**config.mk**
```make
export PLATFORM = sky130hd
export DESIGN_NAME = uart_tx
export DESIGN_NICKNAME = d
export VERILOG_FILES = /design/src/rtl/uart_pkg.sv /design/src/rtl/uart_tx_baud_edge_sync.sv /design/src/rtl/uart_tx.sv
export SDC_FILE = /design/constraint.sdc
export NUM_CORES = 1
export LEC_CHECK = 0
export CAP_MARGIN = 15
export CELL_PAD_IN_SITES_DETAIL_PLACEMENT = 1
export CELL_PAD_IN_SITES_GLOBAL_PLACEMENT = 1
export CORE_ASPECT_RATIO = 0.8
export CORE_MARGIN = 2
export CORE_UTILIZATION = 38
export CTS_CLUSTER_SIZE = 8
export DETAILED_ROUTE_END_ITERATION = 8
export PLACE_DENSITY = 0.83
export SETUP_SLACK_MARGIN = 0.1
export SLEW_MARGIN = 25
export SYNTH_ARGS = -nofsm -noshare
export SYNTH_HDL_FRONTEND = slang
export SYNTH_SLANG_ARGS = --single-unit
```
**constraint.sdc**
```tcl
create_clock -name SysClk -period 1.59 [get_ports SysClk]
set_clock_uncertainty 0.05 [all_clocks]
set_input_delay 0.477 -clock SysClk [delete_from_list [all_inputs] [get_ports SysClk]]
set_output_delay 0.477 -clock SysClk [all_outputs]
set_load 0.02 [all_outputs]
```
**src/rtl/uart_pkg.sv**
```systemverilog
// Shared UART types and width helpers for the transmitter and future receiver.
// Parity support is compiled in with UART_TX_PARITY_EN.
package uart_pkg;

    typedef enum logic [2:0] {
        ST_IDLE,
        ST_START,
        ST_DATA,
`ifdef UART_TX_PARITY_EN
        ST_PARITY,
`endif
        ST_STOP
    } tx_state_t;

    localparam logic LINE_IDLE  = 1'b1;
    localparam logic LINE_START = 1'b0;

    function automatic int bit_idx_w(input int data_bits);
        return (data_bits > 1) ? $clog2(data_bits) : 1;
    endfunction

    function automatic int stop_cnt_w(input int stop_bits);
        return (stop_bits > 1) ? $clog2(stop_bits) : 1;
    endfunction

endpackage

```
**src/rtl/uart_tx_baud_edge_sync.sv**
```systemverilog
// Two-flop synchronizer for the baud clock plus a rising-edge detector.
// Produces a one-cycle tick per baud rising edge; shared with the receiver.
module baud_edge_sync (
    input  logic clk,
    input  logic rst_n,
    input  logic baud_i,
    output logic tick_o
);

    logic [2:0] sync_q;
    logic [2:0] sync_d;

    always_comb begin
        sync_d = {sync_q[1:0], baud_i};
    end

    always_ff @(posedge clk or negedge rst_n) begin
        if (!rst_n) begin
            sync_q <= '0;
        end else begin
            sync_q <= sync_d;
        end
    end

    assign tick_o = sync_q[1] & ~sync_q[2];

endmodule

```
**src/rtl/uart_tx.sv**
```systemverilog
// UART serializer with a one-entry holding register, driven by baud ticks.
// Define UART_TX_PARITY_EN to add a parity bit after the data bits.
module uart_tx
    import uart_pkg::*;
#(
    parameter int DATA_BITS  = 8,
    parameter int STOP_BITS  = 1,
    parameter int PARITY_ODD = 0
) (
    input  logic                 SysClk,
    input  logic                 Rst_n,
    input  logic                 BaudClk,
    input  logic [DATA_BITS-1:0] TxData,
    input  logic                 TxValid,
    output logic                 TxReady,
    output logic                 Tx,
    output logic                 TxBusy
);

    localparam int IW = bit_idx_w(DATA_BITS);
    localparam int SW = stop_cnt_w(STOP_BITS);
    localparam logic [IW-1:0] LAST_IDX  = IW'(DATA_BITS - 1);
    localparam logic [SW-1:0] LAST_STOP = SW'(STOP_BITS - 1);

    logic                 tick;
    logic                 load;
    logic                 accept;
    tx_state_t            state_q, state_d;
    logic [DATA_BITS-1:0] hold_q, hold_d;
    logic                 hold_full_q, hold_full_d;
    logic [DATA_BITS-1:0] shift_q, shift_d;
    logic [IW-1:0]        idx_q, idx_d;
    logic [SW-1:0]        stop_q, stop_d;
    logic                 tx_q, tx_d;
`ifdef UART_TX_PARITY_EN
    localparam logic ODD = (PARITY_ODD != 0);
    logic                 par_q, par_d;
`endif

    baud_edge_sync u_sync (
        .clk    (SysClk),
        .rst_n  (Rst_n),
        .baud_i (BaudClk),
        .tick_o (tick)
    );

    always_comb begin
        state_d     = state_q;
        hold_d      = hold_q;
        hold_full_d = hold_full_q;
        shift_d     = shift_q;
        idx_d       = idx_q;
        stop_d      = stop_q;
        load        = 1'b0;
        accept      = TxValid & ~hold_full_q;
`ifdef UART_TX_PARITY_EN
        par_d       = par_q;
`endif
        if (tick) begin
            unique case (state_q)
                ST_IDLE: begin
                    load = hold_full_q;
                end
                ST_START: begin
                    state_d = ST_DATA;
                    idx_d   = '0;
                end
                ST_DATA: begin
                    shift_d = shift_q >> 1;
                    idx_d   = idx_q + 1'b1;
                    if (idx_q == LAST_IDX) begin
                        stop_d  = '0;
`ifdef UART_TX_PARITY_EN
                        state_d = ST_PARITY;
`else
                        state_d = ST_STOP;
`endif
                    end
                end
`ifdef UART_TX_PARITY_EN
                ST_PARITY: begin
                    state_d = ST_STOP;
                    stop_d  = '0;
                end
`endif
                ST_STOP: begin
                    if (stop_q == LAST_STOP) begin
                        // a queued character follows the stop bit with no idle gap
                        if (hold_full_q) load = 1'b1;
                        else state_d = ST_IDLE;
                    end else begin
                        stop_d = stop_q + 1'b1;
                    end
                end
                default: state_d = ST_IDLE;
            endcase
        end
        if (load) begin
            shift_d     = hold_q;
            state_d     = ST_START;
            hold_full_d = 1'b0;
`ifdef UART_TX_PARITY_EN
            par_d       = (^hold_q) ^ ODD;
`endif
        end
        if (accept) begin
            hold_d      = TxData;
            hold_full_d = 1'b1;
        end
        case (state_d)
            ST_START:  tx_d = LINE_START;
            ST_DATA:   tx_d = shift_d[0];
`ifdef UART_TX_PARITY_EN
            ST_PARITY: tx_d = par_d;
`endif
            default:   tx_d = LINE_IDLE;
        endcase
    end

    always_ff @(posedge SysClk or negedge Rst_n) begin
        if (!Rst_n) begin
            state_q     <= ST_IDLE;
            hold_q      <= '0;
            hold_full_q <= 1'b0;
            shift_q     <= '0;
            idx_q       <= '0;
            stop_q      <= '0;
            tx_q        <= LINE_IDLE;
`ifdef UART_TX_PARITY_EN
            par_q       <= 1'b0;
`endif
        end else begin
            state_q     <= state_d;
            hold_q      <= hold_d;
            hold_full_q <= hold_full_d;
            shift_q     <= shift_d;
            idx_q       <= idx_d;
            stop_q      <= stop_d;
            tx_q        <= tx_d;
`ifdef UART_TX_PARITY_EN
            par_q       <= par_d;
`endif
        end
    end

    assign TxReady = ~hold_full_q;
    assign Tx      = tx_q;
    assign TxBusy  = (state_q != ST_IDLE);

endmodule

```
==> results of run 1 <==
-- critical path, delay by kind of cell, from the launching register on --
family | cells | cell delay [ns]
buffers and inverters | 1 | 0.15
and+or+nand+nor | 3 | 0.76
AOI/OAI and AO/OA | 1 | 0.25
DFF | 1 | 0.44
-- area by class of cell --
cell class | count | share of cell area
sequential | 27 | 0.370
timing repair buffer | 43 | 0.211
tap | 40 | 0.0274
clock inverter | 1 | 0.00274
clock buffer | 3 | 0.0226
multi-input combinational | 75 | 0.361
inverter | 2 | 0.00411
-- final timing paths --
check / startpoint / to / slack [ns] / cells after the start
hold / removal: u_sync.sync_q[0] / u_sync.sync_q[1] / 0.32 / 0
setup / recovery: state_q[2] / Tx / -0.12 / 5
setup reg to reg: state_q[2] / Tx / -0.12 / 5
hold reg to reg: u_sync.sync_q[0] / u_sync.sync_q[1] / 0.32 / 0
max in group asynchronous: Rst_n / hold_q[1] / 0.76 / 2
min in group asynchronous: Rst_n / state_q[1] / 0.45 / 2
-- registers in the layout, indices dropped and copies added, names as in the netlist --
register and count:
hold_q 8, shift_q 8, idx_q 3, state_q 3
u_sync.sync_q 3, Tx 1, hold_full_q 1
-- logic make-up after synthesis --
logic type	share of synthesized area
compound gates	0.122
xor+xnor	0.00703
fa+ha+maj	0.0201
buf+inv	0.0321
flops	0.543
mux	0.0723
simple gates	0.203
-- routing by layer --
layer / up-vias / share of wire / GRT usage
li1: 467 / - / -
met1: 557 / 0.43 / 0.252
met2: 30 / 0.50 / 0.333
met3: 14 / 0.033 / 0.0489
met4: 0 / 0.036 / 0.0743
met5: - / 0 / 0
-- what timing repair did --
item                                    in CTS  in global routing
hold endpoints to repair                     0                  0
setup buffers                                1                  5
endpoints found under the setup margin      15                 20
hold buffers                                 0                  0
pin swaps                                    5                  5
gates cloned                                 0                  0
gates resized for setup                     33                 21
-- cell usage in the layout, fill, tap and decap left out, drive strengths merged --
cell type and instances:
buf 32, dfrtp 26, nand2 20, clkdlybuf4s50 10, mux2 8, a22oi 6, o21ai 6, nor2 5
nor3 4, a22o 3, clkbuf 3, nand3b 3, inv 2, or2 2, ha 2, dfstp 1
nand2b 1, nor4b 1, a221o 1, o31ai 1, nor3b 1, xnor2 1, nand3 1, or4b 1
and4b 1, a31oi 1, and2 1, a21boi 1, and3 1, nor2b 1, nor4 1, a21oi 1
clkinv 1, dlymetal6s2s 1
-- where the power goes --
part	switching [mW]	internal (mW)	leakage [nW]
Clock	0.219	0.176	0.0255
Combinational	0.850	0.926	0.489
Sequential	0.205	0.978	0.327
Total	1.27	2.08	0.841
-- metrics by stage --
stage	cells	hold WS [ns]	util	worst slack, ns
finish	191	0.321	0.588	-0.124
global route	191	0.331	0.588	-0.209
CTS	186	0.307	0.543	-0.107
detailed placement	181	0.287	0.507	-0.239
global placement	181	0.284	0.507	-0.178
floorplan	110	0.131	-	-0.00697
==> key figures, run 1 <==
Run status
  • Outcome: complete, but fails checks
  • Violated checks: setup timing

Timing
  • Final critical-path setup slack: -0.124 ns
  • Count of endpoints failing setup in the final report: 11
  • Highest Clock Rate: about 580 MHz
  • Number of hold violations in the final report: 0
  • Final count of pins violating max slew: 0
  • Transition time at the pin with the least slew margin: 0.336 ns
  • Min cycle time layout: between 1.5 and 2 ns
  • Setup repair after global routing missed its margin: true
  • Slew HR: 0.774
  • Post-route fraction of the period consumed by the critical path: 1.08
  • Setup TNS after final layout: -0.806 ns

Global route
  • First-pass GRT wire length: ~5700 µm
  • Congestion Overflow GR: 0
  • Maximum number of pins on one net before global-route repair: 21
  • Antenna violations before repair: 0
  • Total global-route track usage: 0.202
  • Number of global-route vias before repair: approximately 1200

Worst setup path
  • Cell chain of the critical path: buf_6, or4b_4, a31oi_4, nor3_2, nor3_2
  • Most repeated library cell on the critical path: nor3_2
  • Data required time at the worst endpoint: approximately 1.8 ns
  • Kind of critical path: register to register
  • Arrival @ worst endpoint: roughly 1.9 ns
  • Element type at the critical path end: register
  • Worst path max stage delay: 0.54 ns
  • Slowest-stage cell, CP: or4b_4
  • Launching element type of the critical path: register
  • Worst-path fanout max: 4

Cells and area
  • Total of fill cells in the finished design: roughly 330
  • Count of antenna diodes in the layout: 0
  • Cell area after layout: 1830 µm²
  • Nets: about 170
  • Area taken by flip-flops and latches: between 600 and 700 µm²
  • Combined area of the multi-input logic cells: ~660 µm²
  • Syn-to-layout area delta: 46.7%
  • Fraction of layout cells with a size suffix above 1: 0.450

Logic synthesis
  • Largest area contributor in the netlist: dfrtp_1
  • Flop and latch count out of synthesis: 27
  • Most frequent cell after synthesis: dfrtp_1
  • Commonest cells post-synth: 26 x dfrtp_1, 20 x nand2_1, 8 x mux2_2, 6 x a22oi_1, 6 x o21ai_0
  • Average footprint of a synthesized cell: roughly 11 µm²
  • Syn. warnings: 0
  • Dominant synthesized flop cell: dfrtp_1
  • Count of different cell masters after synthesis: 34
  • Proportion of netlist area held by the largest area contributor: 0.522
  • Netlist area before placement: between 1000 and 1500 µm²
  • FFs w/ async S/R, synth: 1.00
  • Net Count, Synth: between 100 and 150
  • Proportion of synthesized chip area in sequential cells: 0.543
  • Post-Synthesis Cells: 110
  • Largest cells by area after synthesis: dfrtp_1 52%, mux2_2 7.2%, nand2_1 6.0%, a22oi_1 3.6%, o21ai_0 2.4%
  • Number of flops mapped to enable cells by yosys: 0

Floorplanning
  • Area of the die: about 3800 µm²
  • X dimension of the die: between 60 and 70 µm
  • I/O pin count: 15
  • Floorplan row count: 18
  • CORE AREA: 3110 µm²
  • Die Y-Extent: between 50 and 60 µm
  • Starting utilization of the core area: 0.401

Routing
  • First-pass DRT Iterations: 4
  • Iteration-0 DRC Markers: 41
  • Detailed-route vias per instance: 5.59
  • Post-detailed-route count of antenna-violating nets: 0
  • Total Wirelength: just under 4000 µm
  • Detailed-route via count: 1068
  • Wirelength per Cell: between 20 and 25 µm
  • Remaining DRCs: 0

Clock network
  • Clock Path Buffers: 2
  • Clock tree root buffer cell: clkbuf_8
  • Clock tree from TritonCTS: yes
  • Clock Sinks: 27
  • Clock input transition at the sequential cells of the worst setup and hold paths: about 0.090 ns
  • Clock buffer count from CTS: 3
  • Worst-skew pair later-pin latency: approximately 0.27 ns
  • # H-tree levels: 1

Worst hold path
  • Worst min-delay path class: register to register

Place
  • Count of buffers inserted at the top-level ports: 14
  • Post-DP Area: around 1600 µm²
  • Placed wire-length estimate: 2140 µm
  • Gp weighted congestion: between 0.7 and 0.8

Run
  • Number of max-cap violations: 0

Pwr
  • Post-layout power: 3.35 mW
  • Leakage power: ~0.84 nW
  • PD cells: between 1500 and 2000 nW/µm²
  • Worst voltage drop across the vdd grid: approximately 0.00064 V
Note: power is estimated with default switching activity, not from simulation.
==> run 2, diff against run 1 <==
--- a/config.mk
+++ b/config.mk
@@ -11,7 +11,7 @@
 export CORE_ASPECT_RATIO = 0.8
 export CORE_MARGIN = 2
 export CORE_UTILIZATION = 38
-export CTS_CLUSTER_SIZE = 8
+export CTS_CLUSTER_SIZE = 14
 export DETAILED_ROUTE_END_ITERATION = 8
 export PLACE_DENSITY = 0.83
 export SETUP_SLACK_MARGIN = 0.1
==> results of run 2 <==
No change in the layout: final DEF, timing and power equal those of run 1.
